--- src/rtl/dsp_pkg.sv ---
// Shared types and constants for the channelizer front-end blocks.
package dsp_pkg;

    typedef enum logic [1:0] {
        SCHED_IDLE  = 2'd0,
        SCHED_RUN   = 2'd1,
        SCHED_DRAIN = 2'd2,
        SCHED_FLUSH = 2'd3
    } channelizer_sched_state_t;

    localparam int CHAN_SCHED_DEFAULT_SPACING = 4;

    // Counter width able to hold (value - 1), never narrower than one bit.
    function automatic int clog2_min1(input int value);
        return (value > 1) ? $clog2(value) : 1;
    endfunction

endpackage

--- src/rtl/channelizer_input_fifo.sv ---
// Synchronous sample FIFO buffering the live primary stream; a write while full
// is still accepted when a pop frees a slot in the same cycle.
module channelizer_input_fifo
    import dsp_pkg::*;
#(
    parameter int WIDTH = 24,
    parameter int DEPTH = 16
) (
    input  logic             i_clk,
    input  logic             i_rst_n,
    input  logic             i_wr,
    input  logic [WIDTH-1:0] i_wr_data,
    input  logic             i_rd,
    output logic [WIDTH-1:0] o_rd_data,
    output logic             o_full,
    output logic             o_empty
);

    localparam int AW = clog2_min1(DEPTH);

    logic [WIDTH-1:0] r_mem [DEPTH];
    logic [AW:0]      r_wr_ptr;
    logic [AW:0]      r_rd_ptr;
    logic             w_wr_en;
    logic             w_rd_en;

    assign o_empty = (r_wr_ptr == r_rd_ptr);
    assign o_full  = (r_wr_ptr[AW] != r_rd_ptr[AW]) &&
                     (r_wr_ptr[AW-1:0] == r_rd_ptr[AW-1:0]);
    assign w_rd_en = i_rd && !o_empty;
    assign w_wr_en = i_wr && (!o_full || w_rd_en);

    always_ff @(posedge i_clk or negedge i_rst_n) begin
        if (!i_rst_n) begin
            r_wr_ptr <= '0;
            r_rd_ptr <= '0;
        end else begin
            if (w_wr_en) r_wr_ptr <= r_wr_ptr + (AW+1)'(1);
            if (w_rd_en) r_rd_ptr <= r_rd_ptr + (AW+1)'(1);
        end
    end

    always_ff @(posedge i_clk) begin
        if (w_wr_en) r_mem[r_wr_ptr[AW-1:0]] <= i_wr_data;
    end

    assign o_rd_data = r_mem[r_rd_ptr[AW-1:0]];

endmodule

--- src/rtl/channelizer_input_scheduler.sv ---
// Feeds the polyphase channelizer from the primary FIFO or the playback source,
// enforcing minimum sample spacing and zero-sample history flushes.
//   state | meaning
//   IDLE  | no source selected; flush requests start FLUSH
//   RUN   | emit from latched source whenever spacing expired
//   DRAIN | finish spacing interval, empty primary FIFO
//   FLUSH | emit FLUSH_COUNT zero samples at fixed spacing
module channelizer_input_scheduler
    import dsp_pkg::*;
#(
    parameter int DATA_WIDTH     = 12,
    parameter int SAMPLE_SPACING = CHAN_SCHED_DEFAULT_SPACING,
    parameter int FIFO_DEPTH     = 16,
    parameter int FLUSH_COUNT    = 384
) (
    input  logic                               Clk,
    input  logic                               Rst_n,
    input  logic                               Enable,
    input  logic                               Source_select,
    input  logic                               Flush_req,
    input  logic                               Primary_valid,
    input  logic signed [1:0][DATA_WIDTH-1:0]  Primary_data,
    input  logic                               Playback_valid,
    input  logic signed [1:0][DATA_WIDTH-1:0]  Playback_data,
    output logic                               Playback_ready,
    output logic                               Output_valid,
    output logic signed [1:0][DATA_WIDTH-1:0]  Output_data,
    output logic                               Active_source,
    output logic                               Flushing,
    output logic                               Error_overflow
);

    localparam int SAMPLE_W = 2 * DATA_WIDTH;
    localparam int SW       = clog2_min1(SAMPLE_SPACING);
    localparam int FW       = clog2_min1(FLUSH_COUNT + 1);
    localparam logic [SW-1:0] SPACING_RELOAD = SW'(SAMPLE_SPACING - 1);
    localparam logic [FW-1:0] FLUSH_LOAD     = FW'(FLUSH_COUNT);

    channelizer_sched_state_t r_state;
    logic [SW-1:0]       r_space_cnt;
    logic [FW-1:0]       r_flush_left;
    logic                r_flush_pend;
    logic                r_active;
    logic                r_out_valid;
    logic [SAMPLE_W-1:0] r_out_data;
    logic                r_err;
    logic                r_pb_ready_q;

    logic                w_space_done;
    logic                w_fifo_full;
    logic                w_fifo_empty;
    logic [SAMPLE_W-1:0] w_fifo_data;
    logic                w_pop;
    logic                w_pb_ready;
    logic                w_pb_xfer;
    logic                w_flush_emit;
    logic                w_emit;
    logic                w_drop;
    logic [SAMPLE_W-1:0] w_emit_data;

    channelizer_input_fifo #(
        .WIDTH (SAMPLE_W),
        .DEPTH (FIFO_DEPTH)
    ) u_fifo (
        .i_clk     (Clk),
        .i_rst_n   (Rst_n),
        .i_wr      (Primary_valid),
        .i_wr_data (Primary_data),
        .i_rd      (w_pop),
        .o_rd_data (w_fifo_data),
        .o_full    (w_fifo_full),
        .o_empty   (w_fifo_empty)
    );

    assign w_space_done = (r_space_cnt == '0);
    assign w_pop        = w_space_done && !r_active && !w_fifo_empty &&
                          ((r_state == SCHED_RUN) || (r_state == SCHED_DRAIN));
    // Ready drops for a cycle after an unanswered offer so it never stays high.
    assign w_pb_ready   = (r_state == SCHED_RUN) && r_active && w_space_done && !r_pb_ready_q;
    assign w_pb_xfer    = w_pb_ready && Playback_valid;
    assign w_flush_emit = (r_state == SCHED_FLUSH) && w_space_done && (r_flush_left != '0);
    assign w_emit       = w_pop || w_pb_xfer || w_flush_emit;
    assign w_drop       = Primary_valid && w_fifo_full && !w_pop;

    always_comb begin
        w_emit_data = '0;
        if (w_pop)          w_emit_data = w_fifo_data;
        else if (w_pb_xfer) w_emit_data = Playback_data;
    end

    always_ff @(posedge Clk or negedge Rst_n) begin
        if (!Rst_n) begin
            r_state      <= SCHED_IDLE;
            r_space_cnt  <= '0;
            r_flush_left <= '0;
            r_flush_pend <= 1'b0;
            r_active     <= 1'b0;
            r_out_valid  <= 1'b0;
            r_out_data   <= '0;
            r_err        <= 1'b0;
            r_pb_ready_q <= 1'b0;
        end else begin
            r_out_valid  <= w_emit;
            r_out_data   <= w_emit_data;
            r_err        <= w_drop;
            r_pb_ready_q <= w_pb_ready;

            if (w_emit)             r_space_cnt <= SPACING_RELOAD;
            else if (!w_space_done) r_space_cnt <= r_space_cnt - SW'(1);

            if (w_flush_emit) r_flush_left <= r_flush_left - FW'(1);
            if (Flush_req && (r_state != SCHED_FLUSH)) r_flush_pend <= 1'b1;

            case (r_state)
                SCHED_IDLE: begin
                    if (Flush_req || r_flush_pend) begin
                        r_state      <= SCHED_FLUSH;
                        r_flush_left <= FLUSH_LOAD;
                    end else if (Enable) begin
                        r_active <= Source_select;
                        r_state  <= SCHED_RUN;
                    end
                end
                SCHED_RUN: begin
                    if (!Enable || Flush_req) r_state <= SCHED_DRAIN;
                end
                SCHED_DRAIN: begin
                    if (w_space_done && (r_active || w_fifo_empty)) begin
                        if (r_flush_pend || Flush_req) begin
                            r_state      <= SCHED_FLUSH;
                            r_flush_left <= FLUSH_LOAD;
                        end else begin
                            r_state <= SCHED_IDLE;
                        end
                    end
                end
                SCHED_FLUSH: begin
                    if (r_flush_left == '0) begin
                        r_state      <= SCHED_IDLE;
                        r_flush_pend <= 1'b0;
                    end
                end
                default: r_state <= SCHED_IDLE;
            endcase
        end
    end

    assign Playback_ready = w_pb_ready;
    assign Output_valid   = r_out_valid;
    assign Output_data    = r_out_data;
    assign Active_source  = r_active;
    assign Flushing       = (r_state == SCHED_FLUSH);
    assign Error_overflow = r_err;

endmodule

--- config.mk ---
export PLATFORM = sky130hd
export DESIGN_NAME = channelizer_input_scheduler
export DESIGN_NICKNAME = d
export VERILOG_FILES = /design/src/rtl/dsp_pkg.sv /design/src/rtl/channelizer_input_fifo.sv /design/src/rtl/channelizer_input_scheduler.sv
export SDC_FILE = /design/constraint.sdc
export NUM_CORES = 1
export LEC_CHECK = 0
export BUFFER_PORTS_ARGS = -buffer_cell sky130_fd_sc_hd__buf_4
export CAP_MARGIN = 20
export CORE_ASPECT_RATIO = 1.1
export CORE_MARGIN = 3
export CORE_UTILIZATION = 25
export DETAILED_ROUTE_END_ITERATION = 6
export SYNTH_ARGS = -nofsm -noshare
export SYNTH_HDL_FRONTEND = slang
export SYNTH_SLANG_ARGS = --single-unit
--- constraint.sdc ---
create_clock -name Clk -period 4.25 [get_ports Clk]
set_clock_uncertainty 0.05 [all_clocks]
set_input_delay 0.2125 -clock Clk [delete_from_list [all_inputs] [get_ports Clk]]
set_output_delay 0.2125 -clock Clk [all_outputs]
set_load 0.01 [all_outputs]
* Word level (Yosys, flattened, before mapping)
Memories as Yosys holds them, arrays and structs flattened. Index checks and enable logic that the tools add are counted.
Word-level totals: bits in registers 52, bits in writable memories 384, memories kept 1
Operators by class: add/subtract/negate cells 4, equal/unequal tests 12, multiplexer cells 20, bitwise gates (word level) 1, reduce and logical (&&, ||, !) cells 35
Memories:
- u_fifo.r_mem | words 16, width 24, read ports 1, clocked after Yosys merged registers in 0, write ports 1, line channelizer_input_fifo.sv:21 | logic [WIDTH-1:0] r_mem [DEPTH];
Operators by type and width (count):
- two-way mux 24 bit | 2
- two-way mux 9 bit | 3
- one-hot mux 9 bit (2 select lines) | 1
- logical AND 1 bit | 16
- two-way mux 2 bit | 8
- adder 5 x 1 -> 5 bit, second input constant | 2
- logical NOT 9 bit | 1
- nonzero test 9 bit | 1
- subtractor 9 x 1 -> 9 bit, second input constant | 1
- inequality test 2 x 1 -> 1 bit, second input constant | 4
- one-hot mux 2 bit (4 select lines) | 1
- logical OR 1 bit | 7
- logical NOT 1 bit | 6
- equality test 5 bit | 1
- two-way mux 1 bit | 5
- equality test 2 bit, second input constant | 2
- equality test 4 bit | 1
- logical NOT 2 bit | 2
- AND reduction 4 bit | 1
- inequality test 3 bit, second input constant | 1
- AND reduction 3 bit | 1
- equality test 2 x 1 -> 1 bit, second input constant | 1
- inequality test 2 bit, second input constant | 1
- subtractor 2 x 1 -> 2 bit, second input constant | 1
- 2 further kinds | 2

* Logic depth before layout (Yosys ltp)
depth in word-level cells 9, depth in mapped cells 8, depth with buffers taken out 7

* Cells and area by module
A second synthesis with hierarchy kept.
Unflattened totals: cell total of the unflattened synthesis 818, area, all modules 17082.6 µm²
By module, submodules not included:
- channelizer_input_fifo | times used 1, cells each 659, area each 15180.8 µm², seq. area each 11781.3 µm²
- channelizer_input_scheduler | times used 1, cells each 159, area each 1901.8 µm², seq. area each 1051.0 µm²

* Least setup slack after synthesis
No wires, ideal clock.
kind reg-to-reg, start point register r_state[0], end point memory u_fifo.r_mem[3][0], enable pin, data arrival time 3.024 ns, data required time 3.765 ns, path slack 0.741 ns, stages on the path, launching flop included 9, path buffers 1, cells stage by stage dfrtp_1 inv_1 ha_1 and3b_1 nor2_1 a21boi_1 buf_2 nand2_1 nor3_1
Between the ends: cells in the longest elaborated chain, start to end 8, elaborated cells between the ends (all ways) 9, those cells by class eq/ne (2); mux (2); reduce/logical (5)
RTL lines:
- start: declaration | line channelizer_input_scheduler.sv:39 | channelizer_sched_state_t r_state;
- start signal: assignment | line channelizer_input_scheduler.sv:93 | r_state <= SCHED_IDLE;
- start signal: assignment | line channelizer_input_scheduler.sv:117 | r_state <= SCHED_FLUSH;
- start signal: assignment | line channelizer_input_scheduler.sv:121 | r_state <= SCHED_RUN;
- equality test 2 x 1 -> 1 bit / equality test 2 bit (equally long branches) | line channelizer_input_scheduler.sv:77 | ((r_state == SCHED_RUN) || (r_state == SCHED_DRAIN));
- logical OR 1 bit (*) | line channelizer_input_scheduler.sv:77
- logical AND 1 bit (*) | line channelizer_input_scheduler.sv:76 | assign w_pop = w_space_done && !r_active && !w_fifo_empty &&
- logical AND 1 bit (*) | line channelizer_input_fifo.sv:30 | assign w_rd_en = i_rd && !o_empty;
- logical OR 1 bit (*) | line channelizer_input_fifo.sv:31 | assign w_wr_en = i_wr && (!o_full || w_rd_en);
- logical AND 1 bit (*) | line channelizer_input_fifo.sv:31
- two-way mux 1 bit (*) | line channelizer_input_fifo.sv:44 | if (w_wr_en) r_mem[r_wr_ptr[AW-1:0]] <= i_wr_data;
- two-way mux 1 bit (not written as such) (*) | line channelizer_input_fifo.sv:44
- end: declaration | line channelizer_input_fifo.sv:21
Mark *: on every way between the ends. The rest lies on a longest branch, timed or not.

* Worst setup path after layout
start point register u_fifo.r_rd_ptr[1], end point memory u_fifo.r_mem[7][21], enable pin
Between the ends: cells in the longest elaborated chain, start to end 9, elaborated cells between the ends (all ways) 12, those cells by class eq/ne (2); mux (2); reduce/logical (8)
RTL lines:
- start: declaration | line channelizer_input_fifo.sv:23 | logic [AW:0] r_rd_ptr;
- start signal: assignment | line channelizer_input_fifo.sv:39 | if (w_rd_en) r_rd_ptr <= r_rd_ptr + (AW+1)'(1);
- equality test 5 bit | line channelizer_input_fifo.sv:27 | assign o_empty = (r_wr_ptr == r_rd_ptr);
- logical NOT 1 bit | line channelizer_input_fifo.sv:30, channelizer_input_scheduler.sv:76
- logical AND 1 bit (2 in series) | line channelizer_input_scheduler.sv:76
- logical AND 1 bit | line channelizer_input_fifo.sv:30
- logical OR 1 bit (*) | line channelizer_input_fifo.sv:31
- logical AND 1 bit (*) | line channelizer_input_fifo.sv:31
- two-way mux 1 bit (*) | line channelizer_input_fifo.sv:44
- two-way mux 1 bit (not written as such) (*) | line channelizer_input_fifo.sv:44
Marked as above.

==> run metrics <==
status finished clean; total of max-cap violations 0; Final min period 3.09 ns; CTS H-tree depth 2; routed wire length 42,200 um; CP Launch Type flop; Hold Slack 0.178 ns; DR pass1 iterations 4; GRT Total Usage 11.6%; Clock Tree Buf Depth 3; Placer Congestion 0.752; CP arrival 3.32 ns; global route overflow 0; CTS resizes 0; mapped cell area 17,200 sq um; FF+latch count, synth 436; Final HPWL DP 26,900 um; IO Port Bufs 83; Worst-path clk slew 0.06 ns; Tightest Pin Transition 1.08 ns; Cell Area, Placed 19,000 sq um; setup violators final 0; Vias 9,158; Routed Antenna Nets 0; total power per unit cell area 616 nW/um^2; Setup CP Type reg -> reg; CTS sink cnt 436; nets 1,191; Post-synth EDFFs 384; Die Y-Extent 281 um; Setup crit end kind flop; Mapped Nets 1,038; Worst Hold Endpoint r_state[1]$_DFFE_PN0P_; Max VDD drop 0.389 mV; Top FF cell, synth edfxtp_1; io pins 84; FMAX 324 MHz; wire per inst 20.3 um; Iteration-0 DRC Markers 662; hold wc startpoint Enable; Clock Latency Late Sink 0.57 ns; Core Area 67,800 sq um; R2R Path End u_fifo.r_mem[7][21]$_DFFE_PP_; Crit Path Max Fanout 36; cell count after synthesis 971; post-synthesis sequential area ratio 74.7%; DRC Markers 0; vias in the first global route 9,587; Leak 0.00706 uW; worst r2r src u_fifo.r_rd_ptr[1]$_DFFE_PN0P_; reg-to-reg slack, setup 1.16 ns; Finished Cell Area 21,000 sq um; die area 71,900 sq um; critical path required time 4.48 ns; worst hold-check path type in -> reg; ratio of final minimum period to clock period 72.7%; first-pass GRT wire length 63,100 um; Syn Area/Cell 17.7 sq um; max-slew violations 0; largest net degree at the start of global routing 148; FP Rows 100; Starting Density 25.3%; initial antenna violation count 0; vias per cell 4.41; clk root buf clkbuf_16; Area Growth Syn to Fin 22.3%; Slew headroom 27.8%; Setup TNS Final 0 ns; Final Hold Viols 0; share of cells above drive strength 1 20.1%; DIE WIDTH 256 um; Worst R2R Path Depth 5; CTS tree yes; Yosys Warn Count 0; Unique masters post-synth 44; Fillers 6,651; cts bufs inserted 44; RSZ-0062 raised after global routing false; asr flop ratio synth 11.9%; Hold Path Depth 5
-- power breakdown --
group	leakage, uW	switching [uW]	internal, uW
Combinational	0.00223	2020	1470
Sequential	0.00414	350	5200
Clock	0.000699	1620	2270
Total	0.00706	3990	8940
-- how the worst max path moves through the flow --
stage	slack, ns	startpoint	end
finish	1.16	u_fifo.r_rd_ptr[1]$_DFFE_PN0P_	u_fifo.r_mem[7][21]$_DFFE_PP_
global route	0.90	u_fifo.r_rd_ptr[1]$_DFFE_PN0P_	u_fifo.r_mem[7][18]$_DFFE_PP_
CTS	1.13	u_fifo.r_rd_ptr[1]$_DFFE_PN0P_	u_fifo.r_mem[7][18]$_DFFE_PP_
detailed placement	1.14	u_fifo.r_rd_ptr[1]$_DFFE_PN0P_	u_fifo.r_mem[7][15]$_DFFE_PP_
global placement	1.20	u_fifo.r_rd_ptr[1]$_DFFE_PN0P_	u_fifo.r_mem[7][17]$_DFFE_PP_
floorplan	0.74	r_state[0]$_DFFE_PN0P_	u_fifo.r_mem[3][0]$_DFFE_PP_
-- Yosys cell counts (4+ instances only) --
cell      count  area (sq um)
a211oi_1     24           180
a21oi_1       9          45.0
and3_1       16           100
buf_2        18          90.1
buf_4         5          37.5
clkbuf_1     35           131
dfrtp_1      52          1300
edfxtp_1    384         11500
ha_1         12           150
inv_1        11          41.3
mux2i_1      97           971
mux4_2       48          1080
nand2_1      40           150
nand3_1       4          20.0
nor2_1       35           131
nor2b_1      26           163
nor3_1        4          20.0
o21ai_0      31           155
o21ai_1      21           105
o22ai_1      24           150
o31ai_1      24           180
xnor2_1       8          70.1
xor2_1       11          96.3
-- cell families (layout without fill, tap and decap cells) --
kind of cell,count (synthesis),count (layout),synth area share [%]
adder cells (fa/ha/maj),12,12,0.874
AND/OR/NAND/NOR,144,144,4.26
multiplexers,150,150,12.3
AO/OA/AOI/OAI,141,141,5.17
other,0,1,0
buffers and inverters,69,258,1.75
flip-flops,436,436,74.7
XOR/XNOR,19,19,0.969
-- area by class of cell --
class                           count  area (sq um)  area share, %
Clock inverter                     21           277           1.32
Tap cell                          918          1150           5.47
Sequential cell                   436         12800           61.1
Antenna cell                        1          2.50         0.0119
Inverter                           11          41.3          0.197
Clock buffer                       61          1170           5.59
Timing Repair Buffer              165          1450           6.92
Multi-Input combinational cell    466          4060           19.3
-- registers in the layout, summed over array words and instances (netlist names) --
signal and cells:
u_fifo.r_wr_ptr 5, r_pb_ready_q 1, Output_data 24, r_flush_left 9
Error_overflow 1, Active_source 1, r_space_cnt 2, r_flush_pend 1
r_state 2, u_fifo.r_mem 384, u_fifo.r_rd_ptr 5, Output_valid 1
-- timing repair --
item | CTS | global route
hold endpoints to repair | 464 | 0
hold buffers | 53 | 0
setup buffers | 0 | 0
-- routing by layer --
layer,global-route usage (%),wire (um),up-vias
met4,3.70,1080,0
met5,0,0,-
li1,-,-,4125
met3,2.32,2110,64
met2,19.3,20600,221
met1,15.4,18500,4748
-- per-stage QoR --
step	setup slack, ns	power [uW]	util (%)	instances
global route	0.896	13500	31.0	2078
floorplan	0.741	7900	-	971
finish	1.16	12900	31.0	2079
detailed placement	1.14	9150	28.0	1943
CTS	1.13	13100	31.0	2078
global placement	1.20	9080	28.0	1942
-- layout by cell type, fill, tap and decap left out, types with 2 or more instances in the layout --
master / instances
o31ai_1: 24
nor3_1: 3
clkinv_8: 2
nand2b_1: 3
a21oi_1: 9
ha_1: 12
clkbuf_1: 16
xor2_1: 11
mux2_2: 2
nor2b_1: 26
xnor2_1: 8
mux2i_1: 97
clkinv_2: 3
mux2_1: 3
and3_1: 16
dfrtp_1: 48
bufinv_16: 5
dfrtp_4: 2
nor4_1: 2
nor2_1: 35
dlygate4sd3_1: 53
a211oi_1: 24
buf_4: 106
o21ai_0: 31
mux4_2: 48
inv_1: 11
inv_6: 2
nand4_1: 3
buf_12: 5
a211oi_2: 2
nand2_1: 40
clkinv_1: 6
dfrtp_2: 2
o21ai_1: 21
nand3_1: 4
clkbuf_16: 44
o22ai_1: 24
edfxtp_1: 384
-- critical path: stages (launching register included) --
cell and delay [ns]:
dfrtp_4 0.85, xor2_1 0.28, nor4_4 0.12, a21boi_1 0.53, and3_1 0.72, buf_12 0.24
No activity file was read; power rests on OpenSTA's default activity.
